`config.mk`:
```
export PLATFORM = sky130hd
export DESIGN_NAME = mmio_uart_tx
export DESIGN_NICKNAME = d
export VERILOG_FILES = /design/src/rtl/uart_pkg.sv /design/src/rtl/uart_fifo.sv /design/src/rtl/mmio_uart_tx.sv
export SDC_FILE = /design/constraint.sdc
export NUM_CORES = 1
export LEC_CHECK = 0
export CAP_MARGIN = 20
export CORE_MARGIN = 2
export CORE_UTILIZATION = 35
export CTS_CLUSTER_SIZE = 20
export DETAILED_ROUTE_END_ITERATION = 8
export DONT_BUFFER_PORTS = 1
export GPL_TIMING_DRIVEN = 0
export PLACE_DENSITY = 0.53
export SLEW_MARGIN = 20
export SYNTH_ARGS = -nofsm -noshare
export SYNTH_HDL_FRONTEND = slang
export SYNTH_HIERARCHICAL = 1
export SYNTH_SLANG_ARGS = --single-unit
export TNS_END_PERCENT = 5
```
`constraint.sdc`:
```
create_clock -name clk -period 10.47 [get_ports clk]
set_input_delay 1.047 -clock clk [delete_from_list [all_inputs] [get_ports clk]]
set_output_delay 1.047 -clock clk [all_outputs]
set_load 0.05 [all_outputs]
```
`src/rtl/uart_pkg.sv`:
```
// Shared FSM state type, register map and helpers for mmio_uart_tx.
// Optional macro UART_PARITY_EN adds the PARITY state and the even-parity helper.
package uart_pkg;

    typedef enum logic [2:0] {
        IDLE   = 3'd0,
        START  = 3'd1,
        DATA   = 3'd2,
`ifdef UART_PARITY_EN
        PARITY = 3'd3,
`endif
        STOP   = 3'd4
    } uart_state_t;

    localparam logic [31:0] OFS_DATA = 32'd0;
    localparam logic [31:0] OFS_CTRL = 32'd4;

    localparam int CTRL_CLR_OVF = 0;
    localparam int CTRL_FLUSH   = 1;

`ifdef UART_PARITY_EN
    function automatic logic even_parity(input logic [7:0] d);
        return ^d;
    endfunction
`endif

endpackage

```
`src/rtl/uart_fifo.sv`:
```
// Synchronous byte FIFO with push, pop and flush; flush beats a same-cycle push.
// A push into a full FIFO is accepted only if a pop happens in the same cycle.
module uart_fifo #(
    parameter int DEPTH = 4,
    parameter int WIDTH = 8
) (
    input  logic                     clk,
    input  logic                     reset,
    input  logic                     push,
    input  logic [WIDTH-1:0]         wdata,
    input  logic                     pop,
    input  logic                     flush,
    output logic [WIDTH-1:0]         rdata,
    output logic [$clog2(DEPTH):0]   count,
    output logic                     full,
    output logic                     empty
);
    localparam int AW = $clog2(DEPTH);
    localparam logic [AW:0]   CNT_FULL = (AW+1)'(DEPTH);
    localparam logic [AW:0]   CNT_ZERO = (AW+1)'(0);
    localparam logic [AW:0]   CNT_ONE  = (AW+1)'(1);
    localparam logic [AW-1:0] PTR_ZERO = AW'(0);
    localparam logic [AW-1:0] PTR_ONE  = AW'(1);

    logic [WIDTH-1:0] mem_r [DEPTH];
    logic [AW-1:0]    wr_ptr_r;
    logic [AW-1:0]    rd_ptr_r;
    logic [AW:0]      count_r;
    logic             do_push_s;
    logic             do_pop_s;

    // Qualify requests against occupancy.
    always_comb begin
        do_pop_s  = pop && (count_r != CNT_ZERO);
        do_push_s = push && ((count_r != CNT_FULL) || do_pop_s);
    end

    // Storage write.
    always_ff @(posedge clk) begin
        if (do_push_s) begin
            mem_r[wr_ptr_r] <= wdata;
        end
    end

    // Pointers and occupancy.
    always_ff @(posedge clk) begin
        if (reset || flush) begin
            wr_ptr_r <= PTR_ZERO;
            rd_ptr_r <= PTR_ZERO;
            count_r  <= CNT_ZERO;
        end else begin
            if (do_push_s) begin
                wr_ptr_r <= wr_ptr_r + PTR_ONE;
            end
            if (do_pop_s) begin
                rd_ptr_r <= rd_ptr_r + PTR_ONE;
            end
            case ({do_push_s, do_pop_s})
                2'b10:   count_r <= count_r + CNT_ONE;
                2'b01:   count_r <= count_r - CNT_ONE;
                default: count_r <= count_r;
            endcase
        end
    end

    assign rdata = mem_r[rd_ptr_r];
    assign count = count_r;
    assign full  = (count_r == CNT_FULL);
    assign empty = (count_r == CNT_ZERO);

endmodule

```
`src/rtl/mmio_uart_tx.sv`:
```
// Memory-mapped UART transmitter: data register at BASE_ADDR, control at BASE_ADDR+4.
// Define UART_PARITY_EN for 11-bit frames with an even-parity bit after the data.
module mmio_uart_tx
    import uart_pkg::*;
#(
    parameter logic [31:0] BASE_ADDR    = 32'h0000_0100,
    parameter int          CLKS_PER_BIT = 4,
    parameter int          FIFO_DEPTH   = 4
) (
    input  logic        clk,
    input  logic        reset,
    input  logic        MemWrite,
    input  logic [31:0] DataAdr,
    input  logic [31:0] WriteData,
    output logic        tx,
    output logic        busy,
    output logic        fifo_full,
    output logic        overflow
);
    localparam int          CW       = $clog2(FIFO_DEPTH) + 1;
    localparam logic [31:0] DATA_ADR = BASE_ADDR + OFS_DATA;
    localparam logic [31:0] CTRL_ADR = BASE_ADDR + OFS_CTRL;
    localparam logic [15:0] CNT_LAST = 16'(CLKS_PER_BIT - 1);
    localparam logic [CW-1:0] CNT_ZERO = CW'(0);

    uart_state_t    state_r, state_nxt_s;
    logic [15:0]    cnt_r, cnt_nxt_s;
    logic [2:0]     idx_r, idx_nxt_s;
    logic [7:0]     shift_r, shift_nxt_s;
    logic           tx_r, tx_nxt_s;
    logic           ovf_r;
`ifdef UART_PARITY_EN
    logic           par_r, par_nxt_s;
`endif
    logic           data_wr_s, ctrl_wr_s, flush_s, clr_ovf_s, drop_s;
    logic           pop_s, bit_end_s;
    logic [7:0]     fifo_rdata_s;
    logic [CW-1:0]  fifo_count_s;
    logic           fifo_full_s, fifo_empty_s;
    logic           unused_wdata_s;

    assign data_wr_s      = MemWrite && (DataAdr == DATA_ADR);
    assign ctrl_wr_s      = MemWrite && (DataAdr == CTRL_ADR);
    assign flush_s        = ctrl_wr_s && WriteData[CTRL_FLUSH];
    assign clr_ovf_s      = ctrl_wr_s && WriteData[CTRL_CLR_OVF];
    assign drop_s         = data_wr_s && fifo_full_s && !pop_s;
    assign unused_wdata_s = ^WriteData[31:8];

    uart_fifo #(.DEPTH(FIFO_DEPTH), .WIDTH(8)) u_fifo (
        .clk   (clk),
        .reset (reset),
        .push  (data_wr_s),
        .wdata (WriteData[7:0]),
        .pop   (pop_s),
        .flush (flush_s),
        .rdata (fifo_rdata_s),
        .count (fifo_count_s),
        .full  (fifo_full_s),
        .empty (fifo_empty_s)
    );

    // Frame sequencing; tx is precomputed from the next state so it leaves a flop.
    always_comb begin
        state_nxt_s = state_r;
        cnt_nxt_s   = cnt_r;
        idx_nxt_s   = idx_r;
        shift_nxt_s = shift_r;
        pop_s       = 1'b0;
`ifdef UART_PARITY_EN
        par_nxt_s   = par_r;
`endif
        bit_end_s   = (cnt_r == CNT_LAST);
        case (state_r)
            IDLE: begin
                if (!fifo_empty_s) begin
                    state_nxt_s = START;
                    cnt_nxt_s   = 16'd0;
                    shift_nxt_s = fifo_rdata_s;
                    pop_s       = 1'b1;
`ifdef UART_PARITY_EN
                    par_nxt_s   = even_parity(fifo_rdata_s);
`endif
                end else begin
                    state_nxt_s = IDLE;
                end
            end
            START: begin
                if (bit_end_s) begin
                    state_nxt_s = DATA;
                    cnt_nxt_s   = 16'd0;
                    idx_nxt_s   = 3'd0;
                end else begin
                    cnt_nxt_s   = cnt_r + 16'd1;
                end
            end
            DATA: begin
                if (bit_end_s) begin
                    cnt_nxt_s   = 16'd0;
                    shift_nxt_s = {1'b0, shift_r[7:1]};
                    if (idx_r == 3'd7) begin
`ifdef UART_PARITY_EN
                        state_nxt_s = PARITY;
`else
                        state_nxt_s = STOP;
`endif
                    end else begin
                        idx_nxt_s = idx_r + 3'd1;
                    end
                end else begin
                    cnt_nxt_s   = cnt_r + 16'd1;
                end
            end
`ifdef UART_PARITY_EN
            PARITY: begin
                if (bit_end_s) begin
                    state_nxt_s = STOP;
                    cnt_nxt_s   = 16'd0;
                end else begin
                    cnt_nxt_s   = cnt_r + 16'd1;
                end
            end
`endif
            STOP: begin
                if (bit_end_s && !fifo_empty_s) begin
                    state_nxt_s = START;
                    cnt_nxt_s   = 16'd0;
                    shift_nxt_s = fifo_rdata_s;
                    pop_s       = 1'b1;
`ifdef UART_PARITY_EN
                    par_nxt_s   = even_parity(fifo_rdata_s);
`endif
                end else if (bit_end_s) begin
                    state_nxt_s = IDLE;
                    cnt_nxt_s   = 16'd0;
                end else begin
                    cnt_nxt_s   = cnt_r + 16'd1;
                end
            end
            default: begin
                state_nxt_s = IDLE;
                cnt_nxt_s   = 16'd0;
            end
        endcase

        case (state_nxt_s)
            START:   tx_nxt_s = 1'b0;
            DATA:    tx_nxt_s = shift_nxt_s[0];
`ifdef UART_PARITY_EN
            PARITY:  tx_nxt_s = par_nxt_s;
`endif
            default: tx_nxt_s = 1'b1;
        endcase
    end

    // FSM and datapath registers; reset aborts any frame in flight.
    always_ff @(posedge clk) begin
        if (reset) begin
            state_r <= IDLE;
            cnt_r   <= 16'd0;
            idx_r   <= 3'd0;
            shift_r <= 8'd0;
            tx_r    <= 1'b1;
`ifdef UART_PARITY_EN
            par_r   <= 1'b0;
`endif
        end else begin
            state_r <= state_nxt_s;
            cnt_r   <= cnt_nxt_s;
            idx_r   <= idx_nxt_s;
            shift_r <= shift_nxt_s;
            tx_r    <= tx_nxt_s;
`ifdef UART_PARITY_EN
            par_r   <= par_nxt_s;
`endif
        end
    end

    // Sticky overflow flag, cleared only through the control register.
    always_ff @(posedge clk) begin
        if (reset || clr_ovf_s) begin
            ovf_r <= 1'b0;
        end else if (drop_s) begin
            ovf_r <= 1'b1;
        end
    end

    assign tx        = tx_r;
    assign overflow  = ovf_r;
    assign busy      = (state_r != IDLE) || (fifo_count_s != CNT_ZERO);
    assign fifo_full = fifo_full_s;

endmodule
```
# Word level (Yosys, flattened, before mapping)
# Memory sizes are Yosys's and may differ from the RTL's. A register that Yosys moved wholly into a read port is not among the register bits.
# Cells that the tools add are included.
totals:
  ff_bits: 39
  latchBits: 0
  ramBits: 32
  rom_bits: 0
  inputBits: 67
  word_cells: 88
  n_memories: 1
op_classes:
  add_sub_neg: 6
  n_mul: 0
  div_mod_pow: 0
  order_cmp: 0
  n_eq_ne: 18
  shifts: 0
  n_mux: 28
  bitwise_logic: 0
  reduce_logical: 25
memory_table:
  columns: ["name", "words", "word_bits", "read_ports", "rd_ports_with_merged_regs", "write_ports", "line", "rtl"]
  rows:
  - ["u_fifo.mem_r", 4, 8, 1, 1, 1, "uart_fifo.sv:25", "logic [WIDTH-1:0] mem_r [DEPTH];"]
op_table:
  columns: ["operator", "count"]
  rows:
  - ["$eq 32x9->1 const B", 2]
  - ["$mux 16", 3]
  - ["$pmux 16 s3", 1]
  - ["$mux 3", 8]
  - ["$mux 8", 3]
  - ["$pmux 8 s3", 1]
  - ["$add 16x1->16 const B", 1]
  - ["$eq 16x2->1 const B", 1]
  - ["$pmux 3 s2", 2]
  - ["$pmux 3 s4", 1]
  - ["$ne 2x2->1 const B", 5]
  - ["$eq 3x3->1 const B", 3]
  - ["$logic_and 1x1->1", 9]
  - ["$reduce_bool 3->1", 3]
  - ["$reduce_and 4->1", 2]
  - ["$add 3x1->3 const B", 2]
  - ["$eq 3x1->1 const B", 2]
  - ["$eq 3x2->1 const B", 2]
  - ["$logic_not 3->1", 2]
  - ["$mux 1", 5]
  - ["$add 2x1->2 const B", 2]
  - ["$logic_or 1x1->1", 4]
  - ["$mux 2", 2]
  - ["$pmux 1 s2", 2]
  - ["7 further kinds", 9]

# Longest topological paths before layout
logic_depth:
  depth_word: 10
  mapped_depth: 14

# Hierarchy
# The synthesis kept the hierarchy.
modules_own_cells:
  columns: ["module", "instances", "cells_each", "area_per_inst_um2"]
  rows:
  - ["mmio_uart_tx", 1, 187, 1730.4]
  - ["uart_fifo", 1, 98, 1651.6]

# Least setup slack after synthesis
# No wires, ideal clock.
synth_path:
  path_type: "reg-to-reg"
  start: "register u_fifo.count_r[1], in the netlist u_fifo/count[1]"
  end: "register u_fifo.count_r[2], in the netlist u_fifo/count[2]"
  setup_ps: 70
  arrival_ps: 3326
  t_required_ps: 10400
  setup_slack_ps: 7074
  stages_incl_launch_ff: 15
  path_buffers: 2
  period_less_slack_ps: 3396
  path_cell_list: "dfxtp_1 > nor3_1 > or2_2 > clkbuf_1 > a211oi_4 > or4b_1 > clkbuf_2 > and2_4 > inv_1 > ha_1 > inv_1 > fa_1 > xor2_1 > or3_1 > a21oi_1"
synth_between:
  elab_chain_cells: 10
  word_cells_on_any_way: 17
  classes_between: "add/sub (2); eq/ne (3); mux (4); reduce/logical (8)"
synth_lines:
  columns: ["item", "line", "rtl"]
  rows:
  - ["start: declaration", "uart_fifo.sv:28", "logic [AW:0] count_r;"]
  - ["start signal: assignment", "uart_fifo.sv:59", "2'b10: count_r <= count_r + CNT_ONE;"]
  - ["start signal: assignment", "uart_fifo.sv:60", "2'b01: count_r <= count_r - CNT_ONE;"]
  - ["start signal: assignment", "uart_fifo.sv:61", "default: count_r <= count_r;"]
  - ["$logic_not 3->1 (*)", "uart_fifo.sv:69", "assign empty = (count_r == CNT_ZERO);"]
  - ["named net fifo_empty_s", "mmio_uart_tx.sv:39", "logic fifo_full_s, fifo_empty_s;"]
  - ["$logic_not 1->1", "mmio_uart_tx.sv:124", "if (bit_end_s && !fifo_empty_s) begin"]
  - ["$logic_and 1x1->1", "mmio_uart_tx.sv:124", null]
  - ["$mux 1", "mmio_uart_tx.sv:124", null]
  - ["$pmux 1 s2 (*)", "mmio_uart_tx.sv:73", "case (state_r)"]
  - ["named net pop_s", "mmio_uart_tx.sv:36", "logic pop_s, bit_end_s;"]
  - ["$logic_and 1x1->1 (*)", "uart_fifo.sv:34", "do_pop_s = pop && (count_r != CNT_ZERO);"]
  - ["$logic_or 1x1->1", "uart_fifo.sv:35", "do_push_s = push && ((count_r != CNT_FULL) || do_pop_s);"]
  - ["$logic_and 1x1->1", "uart_fifo.sv:35", null]
  - ["$eq 2x1->1 / $eq 2x2->1 (equally long branches)", "uart_fifo.sv:58", "case ({do_push_s, do_pop_s})"]
  - ["$pmux 3 s2 / $reduce_bool 2->1 (equally long branches)", null, null]
# Mark *: on every way through the listed nets, which the timed path passes. The rest lies on a longest branch.
# A chain may end at the register's enable or synchronous reset.

# Worst setup path in the final report
# Ends and elaborated chain as after synthesis.

==> results by group <==
Synthesis
  • Synth unique cells: between 50 and 60
  • Seq/Total Area, Yosys: 0.527
  • Synthesized flop and latch total: 73
  • Yosys warns: 6
  • Mapped Nets: 361
  • Post-synth EDFFs: 32
  • Post-synthesis cell count: 285
  • Post-synth top area share: 0.284
  • Dominant synthesized flop cell: dfxtp_1
  • Post-Syn Area: approximately 3400 µm²
  • Share of flip-flops with an asynchronous set or reset: 0
  • Syn_area_per_cell: ~12 µm²
  • Largest area contributor in the netlist: edfxtp_1
  • Top post-synthesis cells by area: edfxtp_1, dfxtp_1, mux4_2

GRT
  • Total GRT Usage: 0.134
  • Initial antenna violation count: 0
  • Gr ovfl total: 0
  • Number of global-route vias before repair: roughly 2.3k
  • Global-route wire length before repair: between 10 and 15 mm
  • Largest net degree at the start of global routing: 16

Drt
  • Detail-routed via count per cell: just over 5
  • First DRT Iteration DRCs: 106
  • Via Count: 2212
  • Remaining routing DRC violations: 0
  • Routed length per placed instance: 14.5 µm
  • Final ANT Viol Nets: 0
  • DRT Pass-1 Iters: 4
  • WL final: ~6.3 mm

Die
  • Starting density of the core: 0.363
  • # IOs: a little over 70
  • Die X: roughly 100 µm
  • Core area: approximately 9300 µm²
  • DIE AREA: around 10000 µm²
  • Cell Rows: 35
  • Die Y: a little over 100 µm

Timing
  • Crit share post-route: 0.373
  • Rel. slew slack: 0.377
  • Final count of pins violating max slew: 0
  • Setup TNS: 0 ns
  • Min Tclk post-route: a little under 4 ns
  • Worst Skew: approximately 0.0068 ns
  • Actual slew at the worst max-slew pin: roughly 0.9 ns
  • RSZ-0062 raised after global routing: no
  • Max frequency: between 200 and 300 MHz
  • Final hold vios: 0
  • Setup violations, final: 0

Hold path
  • Hold/Removal Path Class: flip-flop to flip-flop

CTS
  • Post-CTS Setup Bufs: 0
  • CTS Sinks: 73
  • Max clock buf depth: 2
  • Clock tree root buffer cell: clkbuf_8
  • CTS tree: yes
  • CTS clk-pin slew, worst paths: ~0.080 ns
  • Cts repair resizes: 0
  • Hold buffers post-CTS: 0
  • Worst skew pair latency: between 0.3 and 0.4 ns
  • H-tree depth: 3
  • CTS buffer count: 9

Finish
  • Filler instances: 895
  • NumNets Final: approximately 370
  • Layout cell share with drive strength beyond 1: 0.203
  • Antenna diode count: 0
  • Multi-input gate area: between 1000 and 1500 µm²
  • Most frequent cells in the layout: dfxtp_1, nor2_1, edfxtp_1
  • Commonest non-fill, non-tap cell in the layout: dfxtp_1
  • Register area: approximately 1800 µm²
  • Area grow syn2layout: 10.2%
  • Final core utilization: 0.400

Critical path
  • CP max stage delay: a little under 0.8 ns
  • Crit. End Element: flip-flop
  • Crit path max-delay family: simple AND/OR/NAND/NOR gates
  • Worst EP arrival: 4.19 ns
  • CP required: between 10 and 15 ns
  • Crit-path most repeated cell: inv_1
  • CP Launch Type: flip-flop
  • CP Buf/Inv Count: 4
  • CP cell instances: nor3_1, or2_2, clkbuf_1, a211oi_4, or4b_1, clkbuf_2, and2_4, inv_1, ha_1, inv_1, fa_1, xor2_1, or3_1, a21oi_1
  • Critical path class: flip-flop to flip-flop
  • CP max stage cell: nor3_1
  • Crit path max fanout: 12

Placed design
  • Detail Placement HPWL: between 4 and 5 mm
  • Routability Congestion: 0.776
  • Port Buffers: 0

Job
  • Max_cap viols: 0

Status
  • Status: completed

Pwr
  • Leakage power total: around 1.2 nW
  • Power Dens Cells: 137 nW/µm²
  • Peak VDD IR: approximately 70 µV
report_power, final:
part | switching (W) | total, W | internal [W]
combinational | 0.00000375 | 0.00000540 | 0.00000164
clock | 0.000117 | 0.000207 | 0.0000904
sequential | 0.0000000000000192 | 0.000296 | 0.000296
total | 0.000120 | 0.000509 | 0.000388
layout make-up:
cell class | instances | area share
Clock buffer | 9 | 0.0332
Buffer | 12 | 0.0171
Sequential cell | 73 | 0.478
Inverter | 10 | 0.0101
Tap cell | 129 | 0.0433
Multi-Input combinational cell | 190 | 0.402
Clock inverter | 7 | 0.0164
final timing paths:
path / from / to / slack [ns] / cells past startpoint
hold / removal: u_fifo/rd_ptr_r[1]$_SDFFE_PP0P_ / flip-flop / 0.49 / 2
setup / recovery: u_fifo/count[1]$_SDFFE_PP0P_ / u_fifo/count[2]$_SDFFE_PP0P_ / 6.56 / 14
hold reg to reg: u_fifo/rd_ptr_r[1]$_SDFFE_PP0P_ / flip-flop / 0.49 / 2
setup reg to reg: u_fifo/count[1]$_SDFFE_PP0P_ / u_fifo/count[2]$_SDFFE_PP0P_ / 6.56 / 14
Yosys cell counts, types with 3 or more instances:
cell and number:
xnor2_1 9, a222oi_1 6, xor2_1 8, inv_1 10, nor2_2 10, nand2_1 7, clkbuf_1 4, ha_1 8
and3_1 5, nor3_1 8, a21oi_1 8, nor2_1 32, mux2i_1 4, mux4_2 8, nand3_1 4, buf_1 3
a22oi_1 4, o21ai_0 4, nor4_1 7, nor4b_1 3, nand2b_1 3, dfxtp_1 41, or3_1 3, nand4_1 10
and3_2 5, edfxtp_1 32
stage by stage:
step	std cells	setup slack [ns]	area, µm²	total power [W]	hold WS (ns)
2_1_floorplan	285	7.07	3380	0.000307	0.459
6_report	430	6.56	3730	0.000509	0.487
4_1_cts	430	6.53	3730	0.000515	0.493
3_5_place_dp	414	6.57	3540	0.000309	0.487
5_1_grt	430	6.28	3730	0.000530	0.530
3_3_place_gp	414	6.59	3540	0.000309	0.473
logic make-up after synthesis:
logic type               synth area share
AND/OR/NAND/NOR                     0.215
flip-flops                          0.527
AO/OA/AOI/OAI                      0.0762
buffers and inverters              0.0300
XOR/XNOR                           0.0440
multiplexers                       0.0729
adder cells (fa/ha/maj)            0.0355
layer usage:
| layer | up-vias | share of wire | GRT usage |
|---|---|---|---|
| li1 | 1094 | - | - |
| met1 | 1052 | 0.49 | 0.172 |
| met2 | 59 | 0.45 | 0.209 |
| met3 | 7 | 0.047 | 0.0424 |
| met4 | 0 | 0.011 | 0.0564 |
| met5 | - | 0 | 0 |
tightest hold or removal path, stage by stage, from the launching register on:
cell and delay, ns:
dfxtp_1 0.31, o21ai_0 0.06, a21oi_1 0.07
state kept, by name, summed over array words and instances, names as in the netlist, named ones only:
| signal | flops |
|---|---|
| u_fifo/count | 3 |
| overflow | 1 |
| cnt_r | 16 |
| u_fifo/rd_ptr_r | 2 |
| u_fifo/mem_r | 32 |
| shift_r | 8 |
| tx | 1 |
| u_fifo/wr_ptr_r | 2 |
| idx_r | 3 |
| state_r | 3 |
No activity file was read; power rests on OpenSTA's default activity.
